**config.mk**
```make
export PLATFORM = sky130hd
export DESIGN_NAME = alu_issue_queue
export DESIGN_NICKNAME = d
export VERILOG_FILES = /design/src/rtl/alu_issue_queue.sv
export SDC_FILE = /design/constraint.sdc
export NUM_CORES = 1
export LEC_CHECK = 0
export BUFFER_PORTS_ARGS = -buffer_cell sky130_fd_sc_hd__buf_2
export CAP_MARGIN = 10
export CELL_PAD_IN_SITES_DETAIL_PLACEMENT = 1
export CELL_PAD_IN_SITES_GLOBAL_PLACEMENT = 1
export CORE_UTILIZATION = 47
export DETAILED_ROUTE_END_ITERATION = 6
export PLACE_DENSITY = 0.87
export SYNTH_ARGS = -nofsm -noshare
export SYNTH_HDL_FRONTEND = slang
export SYNTH_SLANG_ARGS = --single-unit
```
**constraint.sdc**
```tcl
create_clock -name clk_i -period 3.5 [get_ports clk_i]
set_input_delay 0.7 -clock clk_i [delete_from_list [all_inputs] [get_ports clk_i]]
set_output_delay 0.7 -clock clk_i [all_outputs]
set_load 0.005 [all_outputs]
```
**src/rtl/alu_issue_queue.sv**
```systemverilog
`default_nettype none
// ============================================================================
//  Module   : alu_issue_queue
//  Purpose  : Issue stage wrapped around a purely combinational 32-bit ALU.
//             Requests are buffered in a FIFO and decoded into the ALU
//             control word when they are popped. Operands are held in an
//             issue register that feeds the ALU. The ALU result and flags
//             are captured in a tagged result register behind a
//             valid/ready handshake.
//  Revision : 1.0  initial release
// ============================================================================
module alu_issue_queue #(
    parameter int DEPTH = 4,
    parameter int TAG_W = 4
) (
    input  logic                       clk_i,
    input  logic                       rst_i,
    input  logic                       req_valid_i,
    output logic                       req_ready_o,
    input  logic [2:0]                 req_op_i,
    input  logic [31:0]                req_src1_i,
    input  logic [31:0]                req_src2_i,
    input  logic [TAG_W-1:0]           req_tag_i,
    output logic                       alu_rst_n_o,
    output logic [31:0]                alu_src1_o,
    output logic [31:0]                alu_src2_o,
    output logic [3:0]                 alu_ctrl_o,
    input  logic [31:0]                alu_result_i,
    input  logic                       alu_zero_i,
    input  logic                       alu_cout_i,
    input  logic                       alu_ovf_i,
    output logic                       out_valid_o,
    input  logic                       out_ready_i,
    output logic [31:0]                out_result_o,
    output logic [2:0]                 out_flags_o,
    output logic                       out_err_o,
    output logic [TAG_W-1:0]           out_tag_o,
    output logic [$clog2(DEPTH):0]     level_o
);

    localparam int                 c_PTR_W = $clog2(DEPTH);
    localparam int                 c_LVL_W = $clog2(DEPTH) + 1;
    localparam logic [c_LVL_W-1:0] c_FULL  = c_LVL_W'(DEPTH);
    localparam logic [c_LVL_W-1:0] c_ONE   = c_LVL_W'(1);

    // Returns {err, Ainvert, Binvert, op[1:0]}; illegal opcodes fall back to ADD.
    function automatic logic [4:0] f_decode(input logic [2:0] op);
        logic [4:0] v;
        case (op)
            3'd0:    v = 5'b0_0000;  // AND
            3'd1:    v = 5'b0_0001;  // OR
            3'd2:    v = 5'b0_0010;  // ADD
            3'd3:    v = 5'b0_0110;  // SUB
            3'd4:    v = 5'b0_0111;  // SLT
            3'd5:    v = 5'b0_1100;  // NOR
            default: v = 5'b1_0010;  // illegal -> ADD with error
        endcase
        return v;
    endfunction

    // FIFO storage; the opcode is kept raw and decoded at pop time
    logic [2:0]         r_mem_op   [DEPTH];
    logic [31:0]        r_mem_src1 [DEPTH];
    logic [31:0]        r_mem_src2 [DEPTH];
    logic [TAG_W-1:0]   r_mem_tag  [DEPTH];

    logic [c_PTR_W-1:0] r_wr_ptr;
    logic [c_PTR_W-1:0] r_rd_ptr;
    logic [c_LVL_W-1:0] r_level;

    logic               r_iss_valid;
    logic [31:0]        r_iss_src1;
    logic [31:0]        r_iss_src2;
    logic [3:0]         r_iss_ctrl;
    logic [TAG_W-1:0]   r_iss_tag;
    logic               r_iss_err;

    logic               r_out_valid;
    logic [31:0]        r_out_result;
    logic [2:0]         r_out_flags;
    logic               r_out_err;
    logic [TAG_W-1:0]   r_out_tag;

    logic               w_push;
    logic               w_pop;
    logic               w_res_load;
    logic               w_iss_adv;
    logic [4:0]         w_head_dec;

    // Handshake and pipeline advance conditions
    always_comb begin
        w_push     = req_valid_i && (r_level != c_FULL);
        w_res_load = r_iss_valid && (!r_out_valid || out_ready_i);
        w_iss_adv  = !r_iss_valid || w_res_load;
        w_pop      = w_iss_adv && (r_level != '0);
        w_head_dec = f_decode(r_mem_op[r_rd_ptr]);
    end

    // FIFO payload write; contents need no reset because the level gates reads
    always_ff @(posedge clk_i) begin
        if (w_push) begin
            r_mem_op[r_wr_ptr]   <= req_op_i;
            r_mem_src1[r_wr_ptr] <= req_src1_i;
            r_mem_src2[r_wr_ptr] <= req_src2_i;
            r_mem_tag[r_wr_ptr]  <= req_tag_i;
        end
    end

    // FIFO pointers and occupancy; pointers wrap naturally at DEPTH
    always_ff @(posedge clk_i) begin
        if (rst_i) begin
            r_wr_ptr <= '0;
            r_rd_ptr <= '0;
            r_level  <= '0;
        end else begin
            if (w_push) r_wr_ptr <= r_wr_ptr + 1'b1;
            if (w_pop)  r_rd_ptr <= r_rd_ptr + 1'b1;
            if (w_push && !w_pop)      r_level <= r_level + c_ONE;
            else if (w_pop && !w_push) r_level <= r_level - c_ONE;
        end
    end

    // Issue register: takes the FIFO head whenever it is free to advance
    always_ff @(posedge clk_i) begin
        if (rst_i) begin
            r_iss_valid <= 1'b0;
            r_iss_src1  <= '0;
            r_iss_src2  <= '0;
            r_iss_ctrl  <= 4'b0000;
            r_iss_tag   <= '0;
            r_iss_err   <= 1'b0;
        end else if (w_iss_adv) begin
            if (w_pop) begin
                r_iss_valid <= 1'b1;
                r_iss_src1  <= r_mem_src1[r_rd_ptr];
                r_iss_src2  <= r_mem_src2[r_rd_ptr];
                r_iss_ctrl  <= w_head_dec[3:0];
                r_iss_tag   <= r_mem_tag[r_rd_ptr];
                r_iss_err   <= w_head_dec[4];
            end else begin
                r_iss_valid <= 1'b0;
            end
        end
    end

    // Result register: captures the ALU output unmodified, holds while stalled
    always_ff @(posedge clk_i) begin
        if (rst_i) begin
            r_out_valid  <= 1'b0;
            r_out_result <= '0;
            r_out_flags  <= '0;
            r_out_err    <= 1'b0;
            r_out_tag    <= '0;
        end else if (w_res_load) begin
            r_out_valid  <= 1'b1;
            r_out_result <= alu_result_i;
            r_out_flags  <= {alu_zero_i, alu_cout_i, alu_ovf_i};
            r_out_err    <= r_iss_err;
            r_out_tag    <= r_iss_tag;
        end else if (out_ready_i) begin
            r_out_valid  <= 1'b0;
        end
    end

    assign req_ready_o  = (r_level != c_FULL);
    assign alu_rst_n_o  = ~rst_i;
    assign alu_src1_o   = r_iss_src1;
    assign alu_src2_o   = r_iss_src2;
    assign alu_ctrl_o   = r_iss_ctrl;
    assign out_valid_o  = r_out_valid;
    assign out_result_o = r_out_result;
    assign out_flags_o  = r_out_flags;
    assign out_err_o    = r_out_err;
    assign out_tag_o    = r_out_tag;
    assign level_o      = r_level;

endmodule
`default_nettype wire

```
==> results by group <==
Layout
  – Final core utilization: 0.5749
  – Area delta synth->final: 20.36%
  – Layout cells sized above 1: 0.3257
  – Reg area: between 0.01 and 0.015 mm²
  – Nets: roughly 1300
  – Final Cell Area: about 0.018 mm²
  – Fill count: 2932
  – Area of the multi-input gates: between 0.003 and 0.004 mm²

Run
  – Max_cap viols: 0

Clock network
  – Cts hold-fix bufs: 0
  – Clock buffer depth: 3
  – CTS tree: yes
  – Post-CTS sizing: 0
  – Clk root buf: clkbuf_16
  – Htree depth: 2
  – Worst-path clk slew: around 60 ps
  – Clock sink count: 408
  – CTS Buf Count: 43
  – Post-CTS Setup Bufs: 0
  – Clk_lat worst skew: 540 ps

Die
  – Die Wd: 178.3 µm
  – Ports: 224
  – Die Span Y: ~180 µm
  – Placeable Area: 0.03059 mm²
  – Die area: 0.03179 mm²
  – Row count: 64
  – Initial Util: 0.4776

Synth
  – Synth top area cells: edfxtp_1 58%, dfxtp_1 17%, mux4_2 11%, nand2_1 5.7%, a21oi_1 3.9%
  – Yosys warns: 0
  – Synth Cell Area: ~0.015 mm²
  – Count leader, synth: edfxtp_1
  – Post-synth EDFFs: approximately 280
  – Asr flop ratio synth: 0
  – Mean cell area of the mapped netlist: around 16 µm²
  – Yosys top cell by area: edfxtp_1
  – Yosys top cell area share: 0.5837
  – Top_reg_cell synth: edfxtp_1
  – Sequential area share after synthesis: 0.7536
  – Mapped Cells: around 900
  – Synth cell types: 28
  – Post-synthesis net count: ~1000
  – Commonest cells in the netlist: 284 x edfxtp_1, 220 x nand2_1, 124 x dfxtp_1
  – Post-synthesis register bit count: roughly 410

Critical path
  – CP Max Fanout: 7
  – CP Launch Point: level_o[0]
  – Worst-path cell chain: nor2_1, a21boi_1, ha_1, inv_1, fa_1, xor2_1, or3_1, a21oi_1
  – Nature of the critical path startpoint: register
  – Crit Path Category: reg -> reg
  – Worst setup EP type: register
  – Max stage delay cell, worst path: a21boi_1
  – WP data arrival: about 3000 ps
  – Critical Path RT: ~4000 ps
  – CP max stage delay: 600 ps
  – Worst R2R Start: level_o[0]

Placement
  – Port-buffer cells: about 220
  – Placed cell areas: 0.01620 mm²
  – Placer Congestion: approximately 0.74
  – Post-DP HPWL: between 20 and 25 mm

Timing
  – RSZ-0062 raised after global routing: false
  – Slew margin rel.: 0.2698
  – Final Slew Violations: 0
  – Clock period minus worst slack: around 2600 ps
  – Worst hold margin: around 370 ps
  – Final Hold Viols: 0
  – Setup TNS: 0 ps
  – Final setup viols: 0
  – Maximum clock frequency: 385.6 MHz
  – Worst Tran Pin Value: approximately 1100 ps
  – Post-Route Skew: roughly 17 ps
  – Fin crit share: 0.7409

Global route
  – Largest net degree at the start of global routing: 75
  – Initial antenna violation count: 4
  – Gr ovfl total: 0
  – Vias in the first global route: around 9000
  – First-pass GRT wire length: 50.10 mm
  – GRT Util Overall: 0.2107

Pwr
  – VDD IR-drop max: 464.5 µV
  – Pwr/cell area: 802.3 mW/mm²
  – LEAKAGE: roughly 0.0064 µW

Detailed routing
  – DRT Wirelength: 33.42 mm
  – DRC: 0
  – Post-route ant nets: 0
  – Drt first-iter violations: around 430
  – Detailed Routing Iterations Pass 1: 6
  – Routed WL per cell: roughly 21 µm
  – Vias/cell: between 5 and 6
  – Vias: approximately 8400

Worst hold path
  – Hold/Removal Path Class: in -> reg
  – Hold_sp: req_src1_i[18]

Status
  – Outcome: completed
-- cells by family after synthesis --
kind of cell / Yosys count / synth area share
and+or+nand+nor: 250 / 0.06723
AOI/OAI and AO/OA: 120 / 0.04153
muxes: 73 / 0.1108
DFF: 408 / 0.7536
xor gates and xnor gates: 6 / 0.003597
adders and majority gates: 6 / 0.005652
buffers and inverters: 59 / 0.01756
-- worst max-delay path: cells and delay by family (launching register included) --
kind,cells,cell delay (ps)
xor+xnor,1,180
simple gates,2,420
flops,1,450
compound gates,2,740
fa+ha+maj,2,670
buf+inv,1,70
-- layout make-up --
class / count / area share
tap: 396 / 0.02818
multi-input combinational: 455 / 0.1915
timing repair buffer: 239 / 0.07400
inverter: 5 / 0.001138
antenna: 4 / 0.0005692
clock buffer: 63 / 0.07151
sequential: 408 / 0.6266
clock inverter: 15 / 0.006546
-- flip-flops by register name, summed over array words and instances (netlist names), 2 cells and up, named ones only --
register / cells
alu_src2_o: 32
r_iss_tag: 4
out_result_o: 32
level_o: 3
alu_ctrl_o: 4
alu_src1_o: 32
out_flags_o: 3
r_rd_ptr: 2
r_mem_src1: 128
out_tag_o: 4
r_wr_ptr: 2
r_mem_src2: 128
r_mem_tag: 16
r_mem_op: 12
-- through the flow --
stage	setup slack (ps)	total power, µW	std cells
6_report	906.8	14110	1585
2_1_floorplan	255.7	8563	922
4_1_cts	906.3	14310	1581
3_3_place_gp	773.2	9696	1503
3_5_place_dp	701.8	9887	1503
5_1_grt	721.0	14820	1582
-- cells in the final DEF, fill, tap and decap left out, drive strengths merged --
cell and count:
a21boi 1, a21oi 116, and2 4, and2b 1, buf 239, bufinv 1, clkbuf 63, clkinv 10
dfxtp 124, diode 4, edfxtp 284, fa 1, ha 5, inv 9, mux2i 2, mux4 71
nand2 220, nand2b 1, nand3 3, nand3b 1, nor2 11, nor2b 4, nor3 2, o21ai 3
or3 3, xnor2 3, xor2 3
-- report_power, final --
part	total [µW]	internal, µW	switching (µW)
Combinational	3190	1430	1760
Clock	4390	2580	1820
Sequential	6530	5980	548
-- worst paths after layout --
kind | to | slack (ps) | cells after the start
worst min-delay path | r_mem_src1[2][18] | 370 | 1
worst max-delay path | level_o[2] | 910 | 8
worst min register to register | out_err_o | 450 | 2
worst max register to register | level_o[2] | 910 | 8
-- per-layer routing --
metal / global-route usage / up-vias / wire (µm)
li1: - / 3862 / -
met5: 0 / - / 13
met4: 0.06038 / 2 / 707
met3: 0.04646 / 55 / 2192
met1: 0.2568 / 4244 / 13380
met2: 0.3752 / 275 / 17120
No activity file was read; power rests on OpenSTA's default activity.
